`src/rtl/ibuf_fetch_master.sv`:
```
// Port-A read initiator for the instruction buffer: burst commands in, credit-limited reads out, return FIFO to decode.
// Optional IBF_FETCH_PERF_EN adds stall/credit-starvation cycle counters.
module ibuf_fetch_master #(
    parameter int AW         = 15,
    parameter int DW         = 128,
    parameter int LEN_W      = 8,
    parameter int FIFO_DEPTH = 4,
    parameter int MAX_WORDS  = 24576
) (
    input  logic             clk,
    input  logic             rst_n,
    input  logic             cmd_valid,
    output logic             cmd_ready,
    input  logic [AW-1:0]    cmd_addr,
    input  logic [LEN_W-1:0] cmd_len,
    output logic             cmd_done,
    output logic             cmd_err,
    output logic             cen_a,
    output logic             wen_a,
    output logic             last_a,
    output logic [AW-1:0]    addr_a,
    output logic [DW-1:0]    wdata_a,
    output logic [DW/8-1:0]  wstrb_a,
    input  logic             ready_a,
    input  logic [DW-1:0]    rdata_a,
    input  logic             rvalid_a,
    input  logic             rlast_a,
    output logic             rready_a,
    output logic             ins_valid,
    output logic [DW-1:0]    ins_data,
    output logic             ins_last,
    input  logic             ins_ready
`ifdef IBF_FETCH_PERF_EN
    ,
    output logic [31:0]      perf_stall_cnt,
    output logic [31:0]      perf_credit_cnt
`endif
);

    localparam int PW = $clog2(FIFO_DEPTH);
    localparam int CW = PW + 1;

    typedef enum logic [1:0] {IDLE, ISSUE, DRAIN} state_t;

    state_t            state, state_nxt;
    logic [AW-1:0]     addr_nxt;
    logic [LEN_W-1:0]  rem, rem_nxt;
    logic              done_nxt, err_nxt;
    logic [CW-1:0]     outstanding;
    logic              credit_ok, issue, push, pop, cmd_acc, full, empty;
    logic [PW:0]       wr_ptr, rd_ptr;
    logic [DW:0]       mem [FIFO_DEPTH];

    assign wen_a   = 1'b0;
    assign wdata_a = '0;
    assign wstrb_a = '0;

    assign credit_ok = outstanding < CW'(FIFO_DEPTH);
    assign issue     = cen_a && ready_a;
    assign push      = rvalid_a && rready_a;
    assign pop       = ins_valid && ins_ready;
    assign cmd_acc   = cmd_valid && cmd_ready;

    always_comb begin
        state_nxt = state;
        addr_nxt  = addr_a;
        rem_nxt   = rem;
        done_nxt  = 1'b0;
        err_nxt   = 1'b0;
        cmd_ready = 1'b0;
        cen_a     = 1'b0;
        last_a    = 1'b0;
        case (state)
            IDLE: begin
                cmd_ready = 1'b1;
                if (cmd_valid) begin
                    if (cmd_addr >= AW'(MAX_WORDS)) begin
                        done_nxt = 1'b1;
                        err_nxt  = 1'b1;
                    end else begin
                        addr_nxt  = cmd_addr;
                        rem_nxt   = cmd_len;
                        state_nxt = ISSUE;
                    end
                end
            end
            ISSUE: begin
                cen_a  = credit_ok;
                last_a = (rem == '0);
                if (credit_ok && ready_a) begin
                    addr_nxt = (addr_a == AW'(MAX_WORDS - 1)) ? '0 : addr_a + AW'(1);
                    if (rem == '0) state_nxt = DRAIN;
                    else           rem_nxt   = rem - LEN_W'(1);
                end
            end
            DRAIN: begin
                if (push && rlast_a) begin
                    done_nxt  = 1'b1;
                    state_nxt = IDLE;
                end
            end
            default: state_nxt = IDLE;
        endcase
    end

    always_ff @(posedge clk or negedge rst_n) begin
        if (!rst_n) begin
            state    <= IDLE;
            addr_a   <= '0;
            rem      <= '0;
            cmd_done <= 1'b0;
            cmd_err  <= 1'b0;
        end else begin
            state    <= state_nxt;
            addr_a   <= addr_nxt;
            rem      <= rem_nxt;
            cmd_done <= done_nxt;
            cmd_err  <= err_nxt;
        end
    end

    // Credit covers every beat from issue until it leaves the FIFO, so returns can never overflow it.
    always_ff @(posedge clk or negedge rst_n) begin
        if (!rst_n) begin
            outstanding <= '0;
        end else begin
            case ({issue, pop})
                2'b10:   outstanding <= outstanding + CW'(1);
                2'b01:   outstanding <= outstanding - CW'(1);
                default: outstanding <= outstanding;
            endcase
        end
    end

    assign empty     = (wr_ptr == rd_ptr);
    assign full      = (wr_ptr[PW] != rd_ptr[PW]) && (wr_ptr[PW-1:0] == rd_ptr[PW-1:0]);
    assign rready_a  = !full;
    assign ins_valid = !empty;
    assign {ins_last, ins_data} = mem[rd_ptr[PW-1:0]];

    always_ff @(posedge clk) begin
        if (push) mem[wr_ptr[PW-1:0]] <= {rlast_a, rdata_a};
    end

    always_ff @(posedge clk or negedge rst_n) begin
        if (!rst_n) begin
            wr_ptr <= '0;
            rd_ptr <= '0;
        end else begin
            if (push) wr_ptr <= wr_ptr + (PW+1)'(1);
            if (pop)  rd_ptr <= rd_ptr + (PW+1)'(1);
        end
    end

`ifdef IBF_FETCH_PERF_EN
    always_ff @(posedge clk or negedge rst_n) begin
        if (!rst_n) begin
            perf_stall_cnt  <= '0;
            perf_credit_cnt <= '0;
        end else if (cmd_acc) begin
            perf_stall_cnt  <= '0;
            perf_credit_cnt <= '0;
        end else if (state == ISSUE) begin
            if (cen_a && !ready_a && perf_stall_cnt != '1)
                perf_stall_cnt <= perf_stall_cnt + 32'd1;
            if (!cen_a && perf_credit_cnt != '1)
                perf_credit_cnt <= perf_credit_cnt + 32'd1;
        end
    end
`endif

endmodule

```
`config.mk`:
```
export PLATFORM = sky130hd
export DESIGN_NAME = ibuf_fetch_master
export DESIGN_NICKNAME = d
export VERILOG_FILES = /design/src/rtl/ibuf_fetch_master.sv
export SDC_FILE = /design/constraint.sdc
export NUM_CORES = 1
export LEC_CHECK = 0
export BUFFER_PORTS_ARGS = -buffer_cell sky130_fd_sc_hd__buf_2
export CAP_MARGIN = 15
export CORE_AREA = 3 3 204 206
export CTS_CLUSTER_SIZE = 24
export DETAILED_ROUTE_END_ITERATION = 6
export DIE_AREA = 0 0 207 209
export GPL_TIMING_DRIVEN = 0
export PLACE_DENSITY = 0.91
export SYNTH_ARGS = -nofsm -noshare
export SYNTH_HDL_FRONTEND = slang
export SYNTH_SLANG_ARGS = --single-unit
```
`constraint.sdc`:
```
create_clock -name clk -period 5.4 [get_ports clk]
set_input_delay 0.54 -clock clk [delete_from_list [all_inputs] [get_ports clk]]
set_output_delay 0.54 -clock clk [all_outputs]
set_load 0.05 [all_outputs]
```
==> impl_metrics.tcl, run 1 <==
set metrics [dict create \
    synthFlopType "edfxtp_1" \
    hpwl_mm 32.60 \
    rsz0062_at_grt "false" \
    firstDrtPassIters 5 \
    synth-seq-cells 552 \
    cts_sinks 552 \
    port_buffers 308 \
    worstSetupStartpoint "rd_ptr[1]" \
    via_count 11760 \
    crit_path_end_kind "output pin" \
    cp-endpoint "ins_data[67]" \
    path_buf_inv 4 \
    hold_buffers 0 \
    syn_area_per_cell_um2 20.59 \
    rows 73 \
    powerDensity_nw_per_um2 643.7 \
    cp.depth 5 \
    post_cts_buffers 0 \
    clkTransAtPathRegs_ps 60 \
    rrSetupSlack_ps 2490 \
    avgViaCountPerCell 5.470 \
    cpMostUsedCell "clkbuf_1" \
    drc 0 \
    grt_start_max_net_pins 58 \
    grt_pass1_vias 12280 \
    status "finished, final reports clean" \
    place_area_um2 24800 \
    slew-limit-headroom 0.3488 \
    areaGrowthSynthToFinish_pct 21.58 \
    final_cell_mix "edfxtp_1, buf_2, buf_4" \
    finalInstanceArea_um2 26540 \
    max_stage_delay_ps 760 \
    synth_area_um2 21830 \
    drt_iter0_drc 790 \
    power_leakage_uw 0.009951 \
    antenna_left 0 \
    clockRootBuffer "clkbuf_16" \
    place_congestion 0.8725 \
    worst-r2r-cell-count 5 \
    crit_path_top_delay_cell "clkbuf_1" \
    max_clock_freq_mhz 256.5 \
    critical_path_class "reg -> out" \
    core_um2 39820 \
    synth_warnings 0 \
    grt_usage 0.2289 \
    syn-instance-count 1060 \
    drv_slew 0 \
    skew_ps 17.66 \
    pin_count 454 \
    crit_family "buffers and inverters" \
    start_kind "flop" \
    clockBufferDepth 3 \
    ys_seq_area_frac 0.7512 \
    wirelength_mm 50.00 \
    dieArea_um2 43260 \
    clkLatencyLatePin_ps 590 \
    grt_first_pass_wirelength_mm 75.82 \
    detail_route.wl_per_cell_um 23.26 \
    drive_above_1_share 0.4289 \
    fillCellCount 2484 \
    r2r_end "mem[2][44]" \
    tightest_slew_ps 976.9 \
    cts_resized 0 \
    cp_max_fo 10 \
    async_reset_ff_frac 0.06522 \
    period_minus_slack_ps 3899 \
    nNetsFinal 1744 \
    cts_made_buffers 54 \
    die_w_um 207 \
    synth_cell_type_count 61 \
    ir_drop_mv 0.5122 \
    antenna_found_initial 7 \
    rr_startpoint "rd_ptr[1]" \
    layout_commonest_cell "edfxtp_1" \
    cts_tree "done" \
    h-tree-depth 2 \
    hold_path_class "in -> async" \
    cap_viol_max_count 0 \
    final.period_utilization 0.7221 \
    setup_viol_count_final 0 \
    utilization 0.6664 \
    start_util 0.5481 \
    synth_edf_count 516 \
    cp.arrival_ps 3360 \
    finalHoldViolCount 0 \
    worstPathCellList "clkbuf_1 > clkbuf_1 > clkbuf_1 > mux4_2 > buf_2" \
    critPathRequiredTime_ps 4860 \
    grt-ovfl-total 0 \
    die_h_um 209 \
]
==> state kept, by name, indices dropped and copies added (netlist names) <==
name	flops
addr_a	15
wr_ptr	3
mem	516
cmd_done	1
outstanding	3
state	2
rem	8
rd_ptr	3
cmd_err	1
==> metrics by stage <==
| stage | std cells | TNS, ps | hold WS [ps] | worst slack, ps | total power, µW |
|---|---|---|---|---|---|
| after global placement | 2037 | -1014510 | 462.2 | -2014 | 13460 |
| after CTS | 2143 | 0 | 45.63 | 1352 | 17220 |
| after floorplan | 1204 | 0 | 244.4 | 725.1 | 11710 |
| final | 2149 | 0 | 64.81 | 1501 | 17080 |
| after detailed placement | 2045 | 0 | 465.5 | 2017 | 13510 |
| after global routing | 2146 | 0 | 93.97 | 1282 | 17740 |
==> final cells by class <==
cell class / instances / area, µm² / area share
diodes: 6 / 15.01 / 0.0005658
plain buffers: 186 / 1271 / 0.04790
clock buffers: 63 / 1385 / 0.05219
clock inverters: 35 / 341.6 / 0.01287
inverters: 11 / 41.29 / 0.001556
multi-input cells: 455 / 4669 / 0.1760
flip-flops and latches: 552 / 16400 / 0.6178
well taps: 525 / 656.9 / 0.02475
repair buffers: 316 / 1762 / 0.06638
==> cell families after synthesis <==
| family | synth area share |
|---|---|
| muxes | 0.1350 |
| and+or+nand+nor | 0.02018 |
| xor gates and xnor gates | 0.004012 |
| DFF | 0.7512 |
| other | 0.0001718 |
| buffers and inverters | 0.06013 |
| adders and majority gates | 0.006076 |
| AOI/OAI and AO/OA | 0.02327 |
==> synthesized netlist by cell type, types with 5 or more instances <==
master      n  share of area
a21oi_1    15         0.0034
a22o_1      8         0.0032
and2_1      5         0.0014
buf_2      14         0.0032
buf_4     146          0.050
clkbuf_1   23         0.0040
dfrtp_1    36          0.041
edfxtp_1  516           0.71
ha_1        9         0.0052
inv_1      11         0.0019
mux4_2    129           0.13
nand2_1    17         0.0029
nand3_1     6         0.0014
nor2_1     21         0.0036
nor3_1     12         0.0028
o21ai_0    21         0.0048
xnor2_1     5         0.0020
xor2_1      5         0.0020
==> power breakdown <==
group / switching, µW / internal (µW)
clock network: 1540 / 2120
logic: 5200 / 2090
registers: 351 / 5780
==> routing by layer <==
metal	part of all wire	up-vias	global-route usage	wire (µm)
met5	0.00092	-	0	46
met4	0.027	8	0.06695	1340
met3	0.084	105	0.06606	4213
met2	0.53	589	0.3959	26350
met1	0.36	6014	0.2842	18050
li1	-	5040	-	-
==> worst reg2reg max path: stages, from the launching register on <==
cell and delay, ps:
dfrtp_1 350, clkbuf_1 340, xnor2_1 170, a31oi_1 730, and2_4 520, buf_16 290
==> worst min-delay path by stage <==
stage | startpoint | endpoint | slack [ps]
final | rst_n | addr_a[3] | 60
after global routing | rst_n | addr_a[3] | 90
after CTS | rst_n | addr_a[5] | 50
after detailed placement | rem[6] | rem[6] | 470
after global placement | outstanding[0] | outstanding[0] | 460
after floorplan | rst_n | addr_a[0] | 240
Note: power is estimated with default switching activity, not from simulation.
==> run 2, diff against run 1 <==
Clock period 5.4 ns to 3.9 ns, I/O delays scaled along.
==> impl_metrics.tcl, run 2 (synthesis gave the netlist of run 1 again) <==
set metrics [dict create \
    status "finished, final reports clean" \
    cp_max_fo 10 \
    layout_commonest_cell "edfxtp_1" \
    grt_start_max_net_pins 61 \
    pwr-share-comb 0.433 \
    crit_path_top_delay_cell "clkbuf_1" \
    finalWorstSetupSlack_ps 259.6 \
    fin_cells 2212 \
    clock_power_share 0.207 \
    setup_viol_count_final 0 \
    tightest_slew_ps 945.6 \
    die_h_um 209 \
    firstDrtPassIters 5 \
    fillCellCount 2464 \
    cts_made_buffers 53 \
    skew_ps 15.17 \
    core_um2 39820 \
    max_stage_delay_ps 740 \
    crit_path_end_kind "output pin" \
    antenna_found_initial 10 \
    cap_viol_max_count 0 \
    max_clock_freq_mhz 274.7 \
    cts_tree "done" \
    hold_path_class "in -> reg" \
    grt_usage 0.2454 \
    clkLatencyLatePin_ps 590 \
    final.period_utilization 0.9334 \
    avgViaCountPerCell 5.462 \
    cts_sinks 552 \
    grt_pass1_vias 12710 \
    via_count 12080 \
    clockBufferDepth 3 \
    die_w_um 207 \
    drt_iter0_drc 1084 \
    p_sw_frac 0.4203 \
    drv_slew 0 \
    start_util 0.5481 \
    antenna_left 0 \
    wirelength_mm 53.42 \
    rsz0062_at_grt "false" \
    period_minus_slack_ps 3640 \
    grt-ovfl-total 0 \
    place_congestion 0.8526 \
    final_cell_mix "edfxtp_1, buf_2, buf_4" \
    pin_count 454 \
    critical_path_class "reg -> out" \
    clkTransAtPathRegs_ps 60 \
    worstPathCellList "clkbuf_1 > clkbuf_1 > buf_2 > mux4_2 > buf_2" \
    slew-limit-headroom 0.3696 \
    seq_power_share 0.360 \
    rrSetupSlack_ps 1000 \
    grt_first_pass_wirelength_mm 80.35 \
    post-place-cells 2045 \
    detail_route.wl_per_cell_um 24.15 \
    rows 73 \
    start_kind "flop" \
    ir_drop_mv 0.6160 \
    power.switching_uw 9939 \
    dp_slack_ps 612.2 \
    powerDensity_nw_per_um2 872.5 \
    nNetsFinal 1806 \
    h-tree-depth 2 \
    intPower_uw 13710 \
    power_leakage_uw 0.01018 \
    finalHoldViolCount 0 \
    drive_above_1_share 0.4143 \
    hpwl_mm 33.22 \
    cp.arrival_ps 3250 \
    critPathRequiredTime_ps 3510 \
    dieArea_um2 43260 \
    port_buffers 308 \
    areaGrowthSynthToFinish_pct 24.16 \
    largest_register_ff_count 516 \
    drc 0 \
    clockRootBuffer "clkbuf_16" \
]
## run 2: changes by cell type in the layout (fill, tap and decap cells not counted), sizes merged
cell	change
bufinv	-2
clkbuf	-1
clkinvlp	+2
diode	+1
dlygate4sd3	+63
## run 2: final timing paths
kind                       startpoint            to  cells after the start
setup / recovery            rd_ptr[0]  ins_data[31]                      5
hold / removal             rdata_a[3]     mem[3][3]                      1
setup reg to reg            rd_ptr[1]    mem[1][44]                      5
hold reg to reg             wr_ptr[2]     wr_ptr[2]                      1
max in group asynchronous       rst_n     addr_a[7]                      2
min in group asynchronous       rst_n      state[0]                      2
## run 2: critical path: cells and delay by family (launching register included)
family   cells  cell delay [ps]
flops        1              340
mux          1              610
buf+inv      4             1690
## run 2: per-stage QoR
step | hold WS [ps] | util | instance area [µm²] | setup TNS [ps] | power, µW
6_report | 24.74 | 0.6805 | 27100 | 0 | 23650
5_1_grt | 1.790 | 0.6803 | 27090 | 0 | 24560
4_1_cts | 0.2578 | 0.6801 | 27080 | 0 | 23760
3_5_place_dp | 477.4 | 0.6227 | 24800 | 0 | 18710
3_3_place_gp | 461.2 | 0.6170 | 24570 | -467290 | 18450
2_1_floorplan | 94.41 | - | 22370 | 0 | 16110
## run 2: layer usage
metal | track usage | routed length [µm] | vias to the layer above | part of all wire
li1 | - | - | 5163 | -
met1 | 0.2961 | 18570 | 6121 | 0.35
met2 | 0.4270 | 28050 | 671 | 0.53
met3 | 0.07536 | 5043 | 116 | 0.094
met4 | 0.07795 | 1689 | 12 | 0.032
met5 | 0 | 75 | - | 0.0014
## run 2: cell type report
class,count,area [µm²],share of cell area
antenna,7,17.52,0.0006464
buffer,186,1272,0.04695
clock buffer,62,1360,0.05018
clock inverter,35,295.3,0.01090
inverter,11,41.29,0.001524
multi-input combinational,455,4669,0.1723
sequential,552,16400,0.6050
tap,525,656.9,0.02424
timing repair buffer,379,2392,0.08827
## run 2: power by group through the flow
stage / Clock [µW] / Sequential (µW) / Combinational (µW)
floorplan: 0 / 8730 / 7380
global placement: 0 / 8620 / 9830
detailed placement: 0 / 8580 / 10100
CTS: 4990 / 8500 / 10300
global route: 5220 / 8620 / 10700
finish: 4900 / 8520 / 10200
## run 2: repair_timing
action                                  in CTS  in global routing
hold buffers                                63                  0
endpoints found under the setup margin       2                  0
buffers inserted                             0                  0
endpoints found under the hold margin      251                  0
resized for setup                            1                  0
==> run 3, diff against run 2 <==
Settings changed: CTS_CLUSTER_SIZE 24 to default, PLACE_DENSITY 0.91 to 0.75.
==> impl_metrics.tcl, run 3 (synthesis gave the netlist of run 1 again) <==
set metrics [dict create \
    status "finished, final reports clean" \
    start_kind "flop" \
    die_w_um 207 \
    power_leakage_uw 0.01050 \
    rr_startpoint "rd_ptr[1]" \
    clockBufferDepth 3 \
    post_cts_buffers 0 \
    avgViaCountPerCell 5.235 \
    worstPathCellList "clkbuf_1 > clkbuf_1 > buf_2 > mux4_2 > buf_2" \
    layout_commonest_cell "edfxtp_1" \
    grt_pass1_vias 12450 \
    antenna_found_initial 3 \
    hold_path_class "in -> reg" \
    tightest_slew_ps 919.4 \
    drive_above_1_share 0.3986 \
    critical_path_class "reg -> out" \
    h-tree-depth 2 \
    final.period_utilization 0.9057 \
    drc 0 \
    nNetsFinal 1868 \
    dieArea_um2 43260 \
    grt_first_pass_wirelength_mm 73.63 \
    grt_usage 0.2209 \
    drv_slew 0 \
    cts_sinks 552 \
    clkLatencyLatePin_ps 590 \
    port_buffers 308 \
    min_from "rdata_a[114]" \
    worstSetupStartpoint "rd_ptr[0]" \
    cts_tree "done" \
    rows 73 \
    max_clock_freq_mhz 283.1 \
    drt_iter0_drc 857 \
    cp_max_fo 10 \
    core_um2 39820 \
    firstDrtPassIters 5 \
    ir_drop_mv 0.5361 \
    finalWorstSetupSlack_ps 368.0 \
    cap_viol_max_count 0 \
    die_h_um 209 \
    dp_slack_ps 675.5 \
    pin_count 454 \
    place_congestion 0.8583 \
    powerDensity_nw_per_um2 853.8 \
    crit_path_end_kind "output pin" \
    setup_viol_count_final 0 \
    slew-limit-headroom 0.3842 \
    wirelength_mm 47.83 \
    skew_ps 12.09 \
    largest_register_ff_count 516 \
    crit_path_top_delay_cell "clkbuf_1" \
    max_stage_delay_ps 670 \
    grt-ovfl-total 0 \
    grt_start_max_net_pins 59 \
    period_minus_slack_ps 3532 \
    clkTransAtPathRegs_ps 60 \
    whs_ps 38.57 \
    hpwl_mm 30.13 \
    via_count 11870 \
    cp.arrival_ps 3140 \
    clockRootBuffer "clkbuf_16" \
    detail_route.wl_per_cell_um 21.10 \
    cts_made_buffers 55 \
    crit_family "buffers and inverters" \
    antenna_left 0 \
    path_buf_inv 4 \
    rsz0062_at_grt "false" \
    areaGrowthSynthToFinish_pct 27.32 \
    start_util 0.5481 \
    finalHoldViolCount 0 \
    critPathRequiredTime_ps 3510 \
    final_cell_mix "edfxtp_1, buf_2, buf_4" \
]
run 3: cell count changes in the layout (fill, tap and decap cells not counted), sizes merged:
cell,delta
dlygate4sd3,+60
clkbuf,+10
clkinv,-6
clkinvlp,-6
diode,-6
bufinv,+2
inv,+1
run 3: stage by stage:
stage          total power (µW)  utilization  cell area, µm²  instances  setup TNS (ps)
2_1_floorplan             16110            -           22370       1204               0
5_1_grt                   24720       0.6978           27790       2267               0
6_report                  23730       0.6978           27790       2267               0
4_1_cts                   23960       0.6978           27790       2266               0
3_5_place_dp              18660       0.6227           24800       2045               0
3_3_place_gp              18560       0.6170           24570       2037         -556450
run 3: worst paths after layout:
kind,end,slack (ps),depth (start not counted)
min in group asynchronous,rem[0],460,2
max reg2reg,mem[0][83],750,5
max in group asynchronous,addr_a[7],2880,2
min reg2reg,outstanding[0],480,1
max,ins_data[113],370,5
min,mem[2][114],40,1
run 3: per-layer routing:
layer | share of wire | global-route usage | up-vias | routed length [µm]
met2 | 0.52 | 0.3823 | 502 | 24950
met4 | 0.024 | 0.06765 | 4 | 1140
met1 | 0.38 | 0.2795 | 6021 | 17990
met3 | 0.078 | 0.05405 | 77 | 3734
li1 | - | - | 5264 | -
met5 | 0.00044 | 0 | - | 21
run 3: power by group:
| group | internal [µW] | switching (µW) | total (µW) | leakage [µW] |
|---|---|---|---|---|
| sequential | 8000 | 446 | 8450 | 0.00516 |
| combinational | 2970 | 7170 | 10100 | 0.00447 |
| clock | 3050 | 2090 | 5140 | 0.000863 |
| total | 14000 | 9710 | 23700 | 0.0105 |
run 3: what timing repair did:
action,4_1_cts,5_1_grt
hold endpoints to repair,513,0
endpoints found under the setup margin,0,46
gates resized for setup,0,3
hold buffers,123,0
run 3: area by class of cell:
class                      instances  area [µm²]
timing repair buffer             439        2993
tap                              525       656.9
fill                            2541       12030
clock inverter                    26       279.0
multi-input combinational        455        4669
inverter                          11       41.29
sequential                       552       16400
antenna                            1       2.502
buffer                           186        1272
clock buffer                      72        1480
run 3: worst reg2reg max path: stages, from the launching register on:
cell and delay [ps]:
dfrtp_1 350, clkbuf_1 350, xnor2_1 180, a31oi_1 780, and2_4 740, buf_16 360
